===== src/rtl/mem_req_arbiter.sv =====
// Shares one SRAM-like memory port between the fetch and load/store requesters.
// One transaction is in flight at a time; responses are routed back to its owner.
module mem_req_arbiter #(
  parameter int ADDR_W = 32,
  parameter int DATA_W = 32
) (
  input  logic                clk,
  input  logic                resetn,

  input  logic                inst_req,
  input  logic                inst_wr,
  input  logic [1:0]          inst_size,
  input  logic [ADDR_W-1:0]   inst_addr,
  input  logic [DATA_W/8-1:0] inst_wstrb,
  input  logic [DATA_W-1:0]   inst_wdata,
  output logic                inst_addr_ok,
  output logic                inst_data_ok,
  output logic [DATA_W-1:0]   inst_rdata,

  input  logic                data_req,
  input  logic                data_wr,
  input  logic [1:0]          data_size,
  input  logic [ADDR_W-1:0]   data_addr,
  input  logic [DATA_W/8-1:0] data_wstrb,
  input  logic [DATA_W-1:0]   data_wdata,
  output logic                data_addr_ok,
  output logic                data_data_ok,
  output logic [DATA_W-1:0]   data_rdata,

  output logic                mem_req,
  output logic                mem_wr,
  output logic [1:0]          mem_size,
  output logic [ADDR_W-1:0]   mem_addr,
  output logic [DATA_W/8-1:0] mem_wstrb,
  output logic [DATA_W-1:0]   mem_wdata,
  input  logic                mem_addr_ok,
  input  logic                mem_data_ok,
  input  logic [DATA_W-1:0]   mem_rdata
);

  localparam int STRB_W = DATA_W / 8;

  localparam logic [1:0] S_IDLE = 2'd0;
  localparam logic [1:0] S_REQ  = 2'd1;
  localparam logic [1:0] S_WAIT = 2'd2;

  localparam logic OWN_INST = 1'b0;
  localparam logic OWN_DATA = 1'b1;

  logic [1:0]        state_q, state_d;
  logic              owner_q, owner_d;
  logic              last_q,  last_d;
  logic              wr_q,    wr_d;
  logic [1:0]        size_q,  size_d;
  logic [ADDR_W-1:0] addr_q,  addr_d;
  logic [STRB_W-1:0] wstrb_q, wstrb_d;
  logic [DATA_W-1:0] wdata_q, wdata_d;

  logic grant_inst, grant_data;
  logic in_idle, in_req, in_wait, resp_fire;

  // Data wins a tie unless it won the previous tie-capable grant, so fetch never starves.
  assign grant_data = data_req && !(inst_req && (last_q == OWN_DATA));
  assign grant_inst = inst_req && !grant_data;

  // Outputs are qualified with resetn so nothing leaks out while reset is held.
  assign in_idle   = resetn && (state_q == S_IDLE);
  assign in_req    = resetn && (state_q == S_REQ);
  assign in_wait   = resetn && (state_q == S_WAIT);
  assign resp_fire = in_wait && mem_data_ok;

  assign inst_addr_ok = in_idle && grant_inst;
  assign data_addr_ok = in_idle && grant_data;

  assign inst_data_ok = resp_fire && (owner_q == OWN_INST);
  assign data_data_ok = resp_fire && (owner_q == OWN_DATA);
  assign inst_rdata   = inst_data_ok ? mem_rdata : '0;
  assign data_rdata   = data_data_ok ? mem_rdata : '0;

  assign mem_req   = in_req;
  assign mem_wr    = wr_q;
  assign mem_size  = size_q;
  assign mem_addr  = addr_q;
  assign mem_wstrb = wstrb_q;
  assign mem_wdata = wdata_q;

  always_comb begin
    // NOTE: every signal assigned here gets a default first, so no path leaves a latch.
    state_d = state_q;
    owner_d = owner_q;
    last_d  = last_q;
    wr_d    = wr_q;
    size_d  = size_q;
    addr_d  = addr_q;
    wstrb_d = wstrb_q;
    wdata_d = wdata_q;

    case (state_q)
      S_IDLE: begin
        if (grant_data) begin
          state_d = S_REQ;
          owner_d = OWN_DATA;
          last_d  = OWN_DATA;
          wr_d    = data_wr;
          size_d  = data_size;
          addr_d  = data_addr;
          wstrb_d = data_wstrb;
          wdata_d = data_wdata;
        end else if (grant_inst) begin
          state_d = S_REQ;
          owner_d = OWN_INST;
          last_d  = OWN_INST;
          wr_d    = inst_wr;
          size_d  = inst_size;
          addr_d  = inst_addr;
          wstrb_d = inst_wstrb;
          wdata_d = inst_wdata;
        end
      end
      S_REQ:   if (mem_addr_ok) state_d = S_WAIT;
      S_WAIT:  if (mem_data_ok) state_d = S_IDLE;
      default: state_d = S_IDLE;
    endcase
  end

  always_ff @(posedge clk) begin
    // NOTE: state registers use non-blocking assignments so all of them update together at the edge.
    if (!resetn) begin
      state_q <= S_IDLE;
      owner_q <= OWN_INST;
      last_q  <= OWN_INST;
      wr_q    <= 1'b0;
      size_q  <= '0;
      addr_q  <= '0;
      wstrb_q <= '0;
      wdata_q <= '0;
    end else begin
      state_q <= state_d;
      owner_q <= owner_d;
      last_q  <= last_d;
      wr_q    <= wr_d;
      size_q  <= size_d;
      addr_q  <= addr_d;
      wstrb_q <= wstrb_d;
      wdata_q <= wdata_d;
    end
  end

endmodule


===== config.mk =====
export PLATFORM = sky130hd
export DESIGN_NAME = mem_req_arbiter
export DESIGN_NICKNAME = d
export VERILOG_FILES = /design/src/rtl/mem_req_arbiter.sv
export SDC_FILE = /design/constraint.sdc
export NUM_CORES = 1
export LEC_CHECK = 0
export CAP_MARGIN = 5
export CELL_PAD_IN_SITES_DETAIL_PLACEMENT = 0
export CELL_PAD_IN_SITES_GLOBAL_PLACEMENT = 1
export CORE_MARGIN = 1.5
export CORE_UTILIZATION = 21
export CTS_CLUSTER_SIZE = 10
export DETAILED_ROUTE_END_ITERATION = 8
export HOLD_SLACK_MARGIN = 0.03
export PLACE_DENSITY = 0.87
export SYNTH_ARGS = -nofsm -noshare
export SYNTH_HDL_FRONTEND = slang
export SYNTH_SLANG_ARGS = --single-unit

===== constraint.sdc =====
create_clock -name clk -period 1.2 [get_ports clk]
set_input_delay 0.18 -clock clk [delete_from_list [all_inputs] [get_ports clk]]
set_output_delay 0.18 -clock clk [all_outputs]
set_load 0.01 [all_outputs]

==> results of run 1 <==
[stage by stage]
| step | utilization, % | power (uW) | setup WS, ns |
|---|---|---|---|
| finish | 51.5 | 9460 | -0.677 |
| global route | 51.5 | 9890 | -0.756 |
| CTS | 47.9 | 9330 | -0.710 |
| detailed placement | 40.1 | 5960 | -1.01 |
| global placement | 40.1 | 5940 | -1.02 |
| floorplan | - | 4410 | -0.0425 |
[final timing paths]
path	start	end	slack (ns)	cells past startpoint
max reg2reg	last_q	mem_wdata[8]	-0.55	10
max	state_q[0]	inst_rdata[16]	-0.68	7
min	mem_data_ok	state_q[1]	0.36	5
min reg2reg	mem_addr[2]	mem_addr[2]	0.52	2
[kinds of logic (layout without fill, tap and decap cells)]
kind of cell           after synthesis  after routing  synth area share, %
and+or+nand+nor                    219            219                 24.2
AOI/OAI and AO/OA                  148            148                 34.2
DFF                                 74             74                 34.8
buffers and inverters               55            435                 6.83
[power by group through the flow]
stage / clock network, uW / registers, uW / logic, uW
floorplan: 0 / 3110 / 1300
global placement: 0 / 2970 / 2970
detailed placement: 0 / 2980 / 2980
CTS: 2550 / 2920 / 3860
global route: 2610 / 2960 / 4320
finish: 2450 / 2930 / 4090
[what timing repair did]
item / CTS / global route
gates cloned: 30 / 3
setup buffers: 33 / 13
gates resized for setup: 544 / 185
pin swaps: 28 / 127
endpoints found under the setup margin: 213 / 145
[worst max-delay path: cells and delay by family, from the launching register on]
family / cells / cell delay, ns
AND/OR/NAND/NOR: 2 / 0.43
flip-flops: 1 / 0.36
buffers and inverters: 5 / 0.57
[registers in the layout, summed over array words and instances (netlist names)]
name,cells
mem_addr,32
mem_wdata,32
mem_wstrb,4
mem_size,2
state_q,2
last_q,1
mem_wr,1
[layer usage]
metal,vias to the layer above,global-route usage [%],wire length (um)
met5,-,0,0
met4,0,6.22,552
met3,35,5.66,1640
met2,249,37.2,12000
met1,2583,24.6,9240
li1,2525,-,-
[synth_stat cells]
cell / count
a21oi_1: 73
nor3b_1: 2
a21boi_0: 1
a21bo_2: 1
buf_6: 8
and4_1: 1
and2_1: 64
inv_1: 1
buf_4: 1
o21a_1: 1
and2_4: 1
nand3b_1: 1
nor4b_2: 1
a311oi_1: 3
and4bb_2: 1
buf_2: 16
a311oi_2: 69
clkbuf_1: 28
or2_1: 1
and3_1: 1
dfxtp_1: 74
nor2_1: 2
buf_1: 1
nand2_1: 144
[final cells by class]
cell class	count	share of cell area (%)
Clock inverter	3	0.173
Clock buffer	12	2.34
Inverter	1	0.0618
Sequential cell	74	14.7
Timing Repair Buffer	419	47.4
Multi-Input combinational cell	367	32.0
Tap cell	265	3.28
==> run summary, run 1 <==
status = complete, but fails checks
failing checks = negative setup slack
multi-input combinational cell area = 3240 um2
crit-path max FO = 4
Tightest Pin Transition = 0.579 ns
Synth Instances = 496
port buffer count = 319
Layout Skew = 0.00475 ns
GPL Wtd Cong = 0.760
Worst Setup End Kind = output pin
Slew Limit Fails = 0
commonest non-fill, non-tap cell in the layout = clkdlybuf4s50_1
Clock Tree Buf Depth = 2
TritonCTS buffer count = 9
CTS root buffer = clkbuf_16
Setup Crit Path Kind = flip-flop to output pin
Row Count = 51
Switching Fraction = 32.6%
Worst path max stage delay = 0.36 ns
maxcap violations = 0
# diodes = 0
Final setup viols = 142
final wirelength = 23.4 mm
sequential cell area = 1490 um2
die height = 145 um
Seq/Total Area, Yosys = 34.8%
DIE AREA = 21100 um2
placed insts = 1060
Required @ worst endpoint = 1.02 ns
setup_tns = -73.24 ns
number of global-route vias before repair = 5556
mean post-synth cell area = 8.57 um2
Rel. slew slack = 61.4%
Combinational Power Share = 43.2%
Cell Int Power = 6380 uW
total number of vias = 5392
total clock sinks = 74
wire per inst = 20.5 um
clock-pin slew on the worst setup and hold paths = 0.06 ns
period utilisation layout = 156%
Final Critical Period = 1.88 ns
flops & latches, synth = 74
largest net degree at the start of global routing = 72
Non-Filler Instances = 1141
Pre-antenna DRT Iters = 4
class of the worst hold path = input pin to flip-flop
I/O pin total = 320
share of layout cells above drive strength 1 = 47.6%
final instance area = 10100 um2
# fillers = 1812
Starting Density = 21.6%
worst hold slack = 0.361 ns
Synth Net Count = 676
slowest stage cell, crit path = dfxtp_4
top area cells in the synthesized netlist = dfxtp_1 (35%), a311oi_2 (24%), nand2_1 (13%)
DPL Wire Length = 12.7 mm
CP most frequent cell = buf_6
CTS tree = yes
CP Cell Sequence = nor4b_4 > buf_4 > clkbuf_16 > buf_8 > buf_6 > and2_4 > buf_6
# hold bufs at CTS = 0
final setup margin = -0.677 ns
Vias per Instance = 4.73
unrepaired setup endpoints after global routing = true
Worst VDD drop = 659 uV
initial antenna violation count = 0
P_sw = 3090 uW
post-synth top area cell = dfxtp_1
number of DRC markers in iteration 0 = 146
dpl cell area = 7880 um2
Detail Route Antenna Nets = 0
Mapped Area = 4250 um2
Core ar. = 19700 um2
Distinct cells, synth = 24
Highest Clock Rate = 0.533 GHz
Reg power frac = 30.9%
CTS H-tree lvls = 3
first-pass GRT wire length = 34.1 mm
Total GRT Usage = 21.0%
Syn. warnings = 0
top cell type's share of synthesized area = 34.8%
Die Span X = 145 um
Leakage = 0.00438 uW
gr ovfl total = 0
Arr. time, crit path = 1.70 ns
Clock Latency Late Sink = 0.34 ns
pwr dens = 935 nW/um2
Final Net Count = 1052
most frequent cells in the layout = clkdlybuf4s50_1 (176), buf_6 (75), a21oi_1 (72)
DRC = 0
clock share of power = 25.9%
Hold Vio Cnt, Final = 0
area grow syn2layout = 138%
crit path launch type = flip-flop
Power figures use the tool's default switching activity.
==> run 2, diff against run 1 <==
- CORE_UTILIZATION: 21 -> 25
- RECOVER_POWER: unset -> 100
- clock period: 1.2 -> 2.4 ns (I/O delays scaled with it)
==> run 2 against run 1 <==
  * The flow now finishes without violations
  * Cell area fell by 26%
  * Critical path depth is 2 lower
  * Clock power is 41% lower
  * First-iteration DRC count down 0.68%
  * Via count shrank 12%
  * Utilization fell by 6.1 points
  * Sequential power decreased by 50%
  * Sequential share of layout area grew 5.0 points
  * Register-to-register slack gained 1.2 ns
==> run summary, run 2 (same netlist as run 1, synthesis figures left out) <==
DPL Wire Length = 11.7 mm (-7.4%)
largest net degree at the start of global routing = 74 (+2.8%)
FF-to-FF path depth = 5 (-5)
Pre-antenna DRT Iters = 4 (unchanged)
maxcap violations = 0 (unchanged)
slowest stage cell, crit path = dlygate4sd3_1
initial antenna violation count = 0 (unchanged)
fin util = 45.4% (-6.1 points)
port buffer count = 319 (unchanged)
CP Cell Sequence = clkdlybuf4s50_1 > buf_4 > inv_4 > nor3b_1 > dlygate4sd3_1
Vias per Instance = 4.71 (-0.43%)
Post-CTS Setup Inserts = 0 (-100%)
r2r endpoint = mem_wdata[30]
crit-path max FO = 4 (unchanged)
Final setup viols = 0 (-100%)
CTS root buffer = clkbuf_16
r2r startpoint = state_q[1]
number of DRC markers in iteration 0 = 145 (-0.68%)
Worst Hold End = mem_wdata[9]
wire per inst = 16.7 um (-19%)
GPL Wtd Cong = 0.766 (+0.79%)
Total GRT Usage = 18.7% (-2.3 points)
CTS H-tree lvls = 3 (unchanged)
class of the worst hold path = flip-flop to flip-flop
Leakage = 0.00329 uW (-25%)
Final Net Count = 967 (-8.1%)
clock-pin slew on the worst setup and hold paths = 0.06 ns (about the same)
Detail Route Antenna Nets = 0 (unchanged)
Setup Crit Path Kind = input pin to output pin
Arr. time, crit path = 1.94 ns (+0.24 ns)
commonest non-fill, non-tap cell in the layout = clkdlybuf4s50_1
first-pass GRT wire length = 26.3 mm (-23%)
number of global-route vias before repair = 4879 (-12%)
clock share of power = 34.8% (+8.9 points)
DIE AREA = 17800 um2 (-16%)
final wirelength = 16.9 mm (-28%)
pwr dens = 550 nW/um2 (-41%)
Final Critical Period = 2.30 ns
Slew Limit Fails = 0 (unchanged)
unrepaired setup endpoints after global routing = false
Clock Latency Late Sink = 0.34 ns (about the same)
Worst VDD drop = 304 uV (-54%)
most frequent cells in the layout = clkdlybuf4s50_1 (180), nand2_1 (144), dfxtp_1 (74)
P_sw = 1180 uW (-62%)
status = finished, final reports clean
Worst Setup End Kind = output pin
Combinational Power Share = 30.0% (-13 points)
total number of vias = 4762 (-12%)
share of layout cells above drive strength 1 = 5.93% (-42 points)
total power = 4140 uW (-56%)
# diodes = 0 (unchanged)
crit path launch type = input pin
Tightest Pin Transition = 0.994 ns (+0.415 ns)
area grow syn2layout = 77.0%
Rel. slew slack = 33.8% (-28 points)
Core ar. = 16600 um2 (-16%)
Buf+Inv Stages, Crit Path = 4 (-1)
Reg power frac = 35.2% (+4.3 points)
Hold Vio Cnt, Final = 0 (unchanged)
die height = 133 um (-8.2%)
total clock sinks = 74 (unchanged)
HP Start = mem_wdata[9]
Clock Tree Buf Depth = 2 (unchanged)
hold path cells = 2 (-3)
gr ovfl total = 0 (unchanged)
Row Count = 47 (-7.8%)
Cell Int Power = 2960 uW (-54%)
I/O pin total = 320 (unchanged)
Starting Density = 25.6% (+4.0 points)
Highest Clock Rate = 0.435 GHz
CTS tree = yes
period utilisation layout = 95.9%
Top Family by Delay on Critical Path = buffers and inverters
DRC = 0 (unchanged)
TritonCTS buffer count = 9 (unchanged)
setup_tns = 0 ns (+73.24 ns)
Worst path max stage delay = 0.65 ns (+0.29 ns)
Required @ worst endpoint = 2.04 ns (+1.02 ns)
FF-to-FF setup slack = 0.67 ns (+1.22 ns)
Die Span X = 133 um (-8.2%)
Layout Skew = 0.0130 ns (+0.00824 ns)
Switching Fraction = 28.4% (-4.2 points)
## run 2: worst min-delay path, cell delays in order (launching register included)
cell and delay [ns]:
dfxtp_1 0.30, a21oi_1 0.11, a311oi_1 0.05
## run 2: repair_timing
item,4_1_cts,5_1_grt
resized for setup,64,2
setup endpoints to repair,64,2
hold buffers,0,0
## run 2: worst max path at each step
| stage | start | to | slack [ns] | depth (start not counted) |
|---|---|---|---|---|
| after floorplan | resetn | inst_rdata[22] | 0.78 | 4 |
| after global placement | resetn | data_rdata[20] | -0.14 | 6 |
| after detailed placement | resetn | inst_rdata[20] | -0.13 | 6 |
| after CTS | resetn | data_data_ok | 0.003 | 5 |
| after global routing | resetn | data_rdata[9] | 0.03 | 6 |
| final | resetn | mem_req | 0.1 | 5 |
## run 2: area by class of cell
type / count / area, um2
multi-input combinational: 367 / 2130
clock inverter: 5 / 78.8
tap: 220 / 275
clock buffer: 11 / 233
fill: 1716 / 9050
timing repair buffer: 334 / 3320
inverter: 1 / 6.26
sequential: 74 / 1480
## run 2: stage by stage
| stage | cell area (um2) | hold WS [ns] | worst slack (ns) | std cells |
|---|---|---|---|---|
| floorplan | 4250 | 0.476 | 0.777 | 496 |
| global placement | 7690 | 0.514 | -0.135 | 996 |
| detailed placement | 7690 | 0.518 | -0.134 | 996 |
| CTS | 7920 | 0.525 | 0.00342 | 1012 |
| global route | 7530 | 0.538 | 0.0300 | 1012 |
| finish | 7530 | 0.516 | 0.0986 | 1012 |
## run 2: power by group through the flow
stage / Combinational (uW) / Clock (uW) / Sequential, uW
2_1_floorplan: 623 / 0 / 1550
3_3_place_gp: 1440 / 0 / 1480
3_5_place_dp: 1450 / 0 / 1490
4_1_cts: 1440 / 1490 / 1470
5_1_grt: 1340 / 1540 / 1480
6_report: 1240 / 1440 / 1460
## run 2: routing by layer
| layer | GRT usage, % | share of wire (%) | wire length [um] | vias to the layer above |
|---|---|---|---|---|
| li1 | - | - | - | 2345 |
| met1 | 21.8 | 40 | 6800 | 2184 |
| met2 | 32.2 | 49 | 8320 | 206 |
| met3 | 5.78 | 7.7 | 1290 | 27 |
| met4 | 7.00 | 2.7 | 454 | 0 |
| met5 | 0 | 0 | 0 | - |
